[config.mk]
export PLATFORM = sky130hd
export DESIGN_NAME = mips_fetch_unit
export DESIGN_NICKNAME = d
export VERILOG_FILES = /design/src/rtl/mips_fetch_unit.sv
export SDC_FILE = /design/constraint.sdc
export NUM_CORES = 1
export LEC_CHECK = 0
export BUFFER_PORTS_ARGS = -buffer_cell sky130_fd_sc_hd__buf_2
export CORE_MARGIN = 4
export CORE_UTILIZATION = 45
export CTS_CLUSTER_DIAMETER = 80
export DETAILED_ROUTE_END_ITERATION = 10
export HOLD_SLACK_MARGIN = 0.05
export PLACE_DENSITY_LB_ADDON = 0.1
export SLEW_MARGIN = 20
export SYNTH_ARGS = -nofsm -noshare
export SYNTH_HDL_FRONTEND = slang
export SYNTH_SLANG_ARGS = --single-unit
[constraint.sdc]
create_clock -name clk -period 4.2 [get_ports clk]
set_clock_uncertainty 0.1 [all_clocks]
set_input_delay 0.42 -clock clk [delete_from_list [all_inputs] [get_ports clk]]
set_output_delay 0.42 -clock clk [all_outputs]
set_load 0.05 [all_outputs]
[src/rtl/mips_fetch_unit.sv]
// MIPS fetch stage: PC, one-outstanding imem req/rvalid fetch, skid buffer and IF/ID register.
// Latency: req -> IF/ID one edge after rvalid; 1-cycle memory gives one instruction per 2 cycles.
// Backpressure: stall holds IF/ID and parks a completing word in the skid buffer; redirect flushes.
// Optional perf counters (fetch_count, bubble_count) are built when MIPS_FETCH_PERF_EN is defined.
module mips_fetch_unit #(
    parameter int                 ADDR_W   = 32,
    parameter logic [ADDR_W-1:0]  RESET_PC = '0
) (
    input  logic              clk,
    input  logic              rst,
    output logic              imem_req,
    output logic [ADDR_W-1:0] imem_addr,
    input  logic              imem_rvalid,
    input  logic [31:0]       imem_rdata,
    input  logic              stall,
    input  logic              redirect,
    input  logic [ADDR_W-1:0] redirect_pc,
    output logic [31:0]       instr,
    output logic [5:0]        opcode,
    output logic [ADDR_W-1:0] pc_plus4,
    output logic              instr_valid
`ifdef MIPS_FETCH_PERF_EN
    ,
    output logic [31:0]       fetch_count,
    output logic [31:0]       bubble_count
`endif
);

    typedef enum logic [1:0] {
        ST_ISSUE,
        ST_WAIT,
        ST_HOLD,
        ST_DRAIN
    } state_t;

    localparam logic [ADDR_W-1:0] PC_INC     = ADDR_W'(4);
    localparam logic [ADDR_W-1:0] ALIGN_MASK = ~ADDR_W'(3);

    state_t              state_q, state_d;
    logic [ADDR_W-1:0]   pc_q, pc_d;
    logic                req_q, req_d;
    logic [ADDR_W-1:0]   addr_q;
    logic [31:0]         skid_q, skid_d;
    logic [31:0]         instr_q, instr_d;
    logic [ADDR_W-1:0]   pcp4_q, pcp4_d;
    logic                vld_q, vld_d;
    logic                load_mem, load_skid, flush, bubble;

    // Next-state decode. req_q is low only in the first ISSUE cycle after reset, when
    // no request is actually on the bus, so ISSUE must not advance until it has fired.
    always_comb begin
        state_d   = state_q;
        pc_d      = pc_q;
        skid_d    = skid_q;
        load_mem  = 1'b0;
        load_skid = 1'b0;
        flush     = 1'b0;
        if (redirect) begin
            flush = 1'b1;
            pc_d  = redirect_pc & ALIGN_MASK;
            unique case (state_q)
                ST_ISSUE: state_d = req_q ? ST_DRAIN : ST_ISSUE;
                ST_WAIT:  state_d = imem_rvalid ? ST_ISSUE : ST_DRAIN;
                ST_HOLD:  state_d = ST_ISSUE;
                ST_DRAIN: state_d = imem_rvalid ? ST_ISSUE : ST_DRAIN;
                default:  state_d = ST_ISSUE;
            endcase
        end else begin
            unique case (state_q)
                ST_ISSUE: begin
                    if (req_q) state_d = ST_WAIT;
                end
                ST_WAIT: begin
                    if (imem_rvalid) begin
                        pc_d = pc_q + PC_INC;
                        if (stall) begin
                            skid_d  = imem_rdata;
                            state_d = ST_HOLD;
                        end else begin
                            load_mem = 1'b1;
                            state_d  = ST_ISSUE;
                        end
                    end
                end
                ST_HOLD: begin
                    if (!stall) begin
                        load_skid = 1'b1;
                        state_d   = ST_ISSUE;
                    end
                end
                ST_DRAIN: begin
                    if (imem_rvalid) state_d = ST_ISSUE;
                end
                default: state_d = ST_ISSUE;
            endcase
        end
        req_d = (state_d == ST_ISSUE);
    end

    // IF/ID next value: flush beats stall, stall freezes, otherwise load or bubble.
    always_comb begin
        instr_d = instr_q;
        pcp4_d  = pcp4_q;
        vld_d   = vld_q;
        bubble  = 1'b0;
        if (flush) begin
            instr_d = 32'h0;
            vld_d   = 1'b0;
        end else if (!stall) begin
            if (load_mem) begin
                instr_d = imem_rdata;
                pcp4_d  = pc_q + PC_INC;
                vld_d   = 1'b1;
            end else if (load_skid) begin
                // pc_q already advanced past the parked word when it completed
                instr_d = skid_q;
                pcp4_d  = pc_q;
                vld_d   = 1'b1;
            end else begin
                instr_d = 32'h0;
                vld_d   = 1'b0;
                bubble  = 1'b1;
            end
        end
    end

    always_ff @(posedge clk or posedge rst) begin
        if (rst) begin
            state_q <= ST_ISSUE;
            pc_q    <= RESET_PC;
            req_q   <= 1'b0;
            addr_q  <= RESET_PC;
            skid_q  <= 32'h0;
            instr_q <= 32'h0;
            pcp4_q  <= '0;
            vld_q   <= 1'b0;
        end else begin
            state_q <= state_d;
            pc_q    <= pc_d;
            req_q   <= req_d;
            addr_q  <= pc_d;
            skid_q  <= skid_d;
            instr_q <= instr_d;
            pcp4_q  <= pcp4_d;
            vld_q   <= vld_d;
        end
    end

    assign imem_req    = req_q;
    assign imem_addr   = addr_q;
    assign instr       = instr_q;
    assign opcode      = instr_q[31:26];
    assign pc_plus4    = pcp4_q;
    assign instr_valid = vld_q;

`ifdef MIPS_FETCH_PERF_EN
    logic [31:0] fetch_cnt_q, bubble_cnt_q;

    always_ff @(posedge clk or posedge rst) begin
        if (rst) begin
            fetch_cnt_q  <= 32'h0;
            bubble_cnt_q <= 32'h0;
        end else begin
            if (!flush && !stall && (load_mem || load_skid)) fetch_cnt_q <= fetch_cnt_q + 32'd1;
            if (flush || bubble) bubble_cnt_q <= bubble_cnt_q + 32'd1;
        end
    end

    assign fetch_count  = fetch_cnt_q;
    assign bubble_count = bubble_cnt_q;
`endif

endmodule

==> summary.md <==
| Metric | Value |
|---|---|
| Most frequent cell after synthesis | `dfrtp_1` |
| P_int | `3.40 mW` |
| Ant. Diodes | `0` |
| Area delta synth->final | `24.2%` |
| Hold Crit Class | `in2async` |
| Syn avg cell area | `between 9 and 10 µm²` |
| Final WL | `around 19 mm` |
| Fraction of registers with async set/reset | `100%` |
| Pwr Density | `712 nW/µm²` |
| ANT nets after route | `0` |
| DP Wirelength | `12.4 mm` |
| Unique masters post-synth | `a little under 60` |
| Max capacitance violation total | `0` |
| Crit Reg-Reg Startpoint | `state_q[0]` |
| RR Endpoint | `pc_plus4[20]` |
| Final period util | `between 60% and 70%` |
| Resize count post-CTS | `0` |
| Crit. Startpoint | `state_q[0]` |
| Initial Util | `a little under half` |
| First-pass DRT Iterations | `5` |
| Layout cells sized above 1 | `31.5%` |
| Cells after Synth | `676` |
| Clk sinks | `128` |
| CTS root buf | `clkbuf_16` |
| Wirelength per Cell | `about 19 µm` |
| Clock power frac | `31.0%` |
| Final Hold Viols | `0` |
| Status | `finished, final reports clean` |
| Ys Warns | `0` |
| H-tree depth | `4` |
| Post-synth EDFFs | `0` |
| Initial antenna violation count | `0` |
| Num rows | `43` |
| Crit start category | `flip-flop` |
| Crit path DAT | `about 2.8 ns` |
| Die Wd | `127 µm` |
| TritonCTS clock tree | `done` |
| Logic gate share of total power | `35.6%` |
| Most used DFF post-synth | `dfrtp_1` |
| Crit path capture | `pc_plus4[20]` |
| Post-CTS setup buffer count | `0` |
| Slew HR | `between 30% and 40%` |
| VDD IR max | `0.306 mV` |
| Vias in the first global route | `just under 6000` |
| Largest cells by area after synthesis | `dfrtp_1 50%, nor2_1 5.8%, mux2_2 5.6%` |
| Pin count of the biggest net entering global routing | `between 70 and 80` |
| Clock-pin slew on the worst setup and hold paths | `~0.060 ns` |
| DR vias | `5767` |
| Drc violations | `0` |
| Vias/cell | `roughly 5.7` |
| Fin crit period | `about 2.6 ns` |
| Die area | `approximately 16000 µm²` |
| Clock Path Buffers | `2` |
| 1st-iter DRT viols | `roughly 400` |
| Leakage power | `~3.6 nW` |
| Setup WS post-layout | `1.62 ns` |
| Skew-Pair Late Insertion Delay | `0.42 ns` |
| Cts hold-fix bufs | `0` |
| R2R depth | `7` |
| Post-Layout Inst Area | `between 7000 and 8000 µm²` |
| Critical path endpoint category | `flip-flop` |
| Cell Area, Synth | `6420 µm²` |
| Worst setup path class | `reg2reg` |
| Pre-CTS setup slack | `roughly 1.7 ns` |
| F_max | `between 0.3 and 0.4 GHz` |
| Area leader, netlist | `dfrtp_1` |
| Pins Over Slew Limit | `0` |
| Share of the synthesized area in the top cell type | `between 40% and 50%` |
| Core Box Area | `between 10000 and 15000 µm²` |
| Total placed instance area | `slightly above 7000 µm²` |
| Clock buffer count from CTS | `17` |
| Crit Path Max Fanout | `37` |
| Actual transition at the worst max-transition pin | `between 0.9 and 1 ns` |
| RSZ-0062 raised after global routing | `no` |
| Post-synthesis sequential area ratio | `roughly 50%` |
| Gr usage total | `about 23%` |
| First-pass GRT wire length | `29.8 mm` |
| Setup TNS | `0 ns` |
| Total net switching power | `around 2.3 mW` |
| Total power | `roughly 5.7 mW` |
| Sw Share | `~40%` |
| Final setup viols | `0` |
| Flop-to-flop setup slack | `approximately 1.6 ns` |
| Port Buf Inserts | `between 150 and 200` |
| Sequential Power Share | `roughly 33%` |
| Boundary Pins | `roughly 170` |
| RePlAce Congestion | `between 0.8 and 0.9` |
| Nets | `883` |
| Smallest hold slack | `between 0.06 and 0.07 ns` |
| GRT overflow | `0` |
| Synth Register Bits | `roughly 130` |
| Die height | `~130 µm` |
| Synth top cells by count | `128 x dfrtp_1, 100 x nor2_1, 57 x nand2_1` |
| CP Data Required Time | `about 4.4 ns` |
## state kept, by name, summed over array words and instances, names as in the netlist
signal and flops:
instr 32, skid_q 32, imem_addr 30, state_q 2, imem_req 1, pc_plus4 30, instr_valid 1
## per-layer routing
layer,GRT usage [%],wire (µm),up-vias
li1,-,-,2632
met1,29.4,7560,2846
met2,37.1,8940,253
met3,6.44,1680,36
met4,9.65,450,0
met5,0,0,-
## power by group through the flow
stage | Clock, mW | Sequential [mW] | Combinational, mW
3_5_place_dp | 0 | 1.91 | 2.03
3_3_place_gp | 0 | 1.89 | 2.00
2_1_floorplan | 0 | 2.60 | 0.823
5_1_grt | 1.83 | 1.95 | 2.17
6_report | 1.76 | 1.90 | 2.03
4_1_cts | 1.78 | 1.89 | 2.04
## area by class of cell
type	instances	area (µm²)
Tap cell	180	225
Inverter	4	17.5
Clock inverter	14	262
Clock buffer	18	439
Sequential cell	128	3200
Timing Repair Buffer	177	913
Fill cell	1302	5950
Multi-Input combinational cell	485	2920
## worst min-delay path by stage
| stage | start | to | depth (start not counted) |
|---|---|---|---|
| after floorplan | skid_q[17] | skid_q[17] | 1 |
| after global placement | pc_plus4[21] | pc_plus4[21] | 2 |
| after detailed placement | pc_plus4[4] | pc_plus4[4] | 2 |
| after CTS | redirect_pc[6] | imem_addr[6] | 3 |
| after global routing | redirect_pc[10] | imem_addr[10] | 3 |
| final | rst | imem_addr[11] | 2 |
## stage by stage
stage	utilization, %	instances
2_1_floorplan	-	679
3_3_place_gp	52.2	974
3_5_place_dp	52.2	974
4_1_cts	57.3	1006
5_1_grt	57.3	1006
6_report	57.3	1006
## worst max-delay path, stage by stage, from the launching register on
cell	delay, ns
dfrtp_1	0.49
and3b_2	0.49
buf_4	0.46
nor2_1	0.17
nor2_1	0.12
buf_4	0.32
nor2_1	0.09
a221oi_1	0.21
## cells in the final DEF, fill, tap and decap left out, drive strengths merged, types with 5 or more instances in the layout
| master | synthesis | routed |
|---|---|---|
| buf | 38 | 177 |
| dfrtp | 128 | 128 |
| nor2 | 100 | 100 |
| nand2 | 58 | 58 |
| a21oi | 53 | 53 |
| o21ai | 44 | 44 |
| mux2 | 32 | 32 |
| a22oi | 32 | 32 |
| xnor2 | 24 | 24 |
| nand3 | 19 | 19 |
| clkbuf | 24 | 18 |
| xor2 | 17 | 17 |
| nand4 | 12 | 12 |
| o22ai | 11 | 11 |
| nor3 | 10 | 10 |
| a31oi | 9 | 9 |
| nor4 | 9 | 9 |
| bufinv | 0 | 7 |
| nand2b | 5 | 5 |
| and3 | 5 | 5 |
| clkinv | 0 | 5 |
## logic make-up after synthesis
kind of cell / Yosys count / synth area share (%)
AND/OR/NAND/NOR: 241 / 18.1
AO/OA/AOI/OAI: 164 / 15.2
flip-flops: 128 / 49.9
buffers and inverters: 66 / 5.10
XOR/XNOR: 41 / 5.59
multiplexers: 34 / 5.92
adder cells (fa/ha/maj): 1 / 0.195
other: 1 / 0.0584
Power figures use the tool's default switching activity.
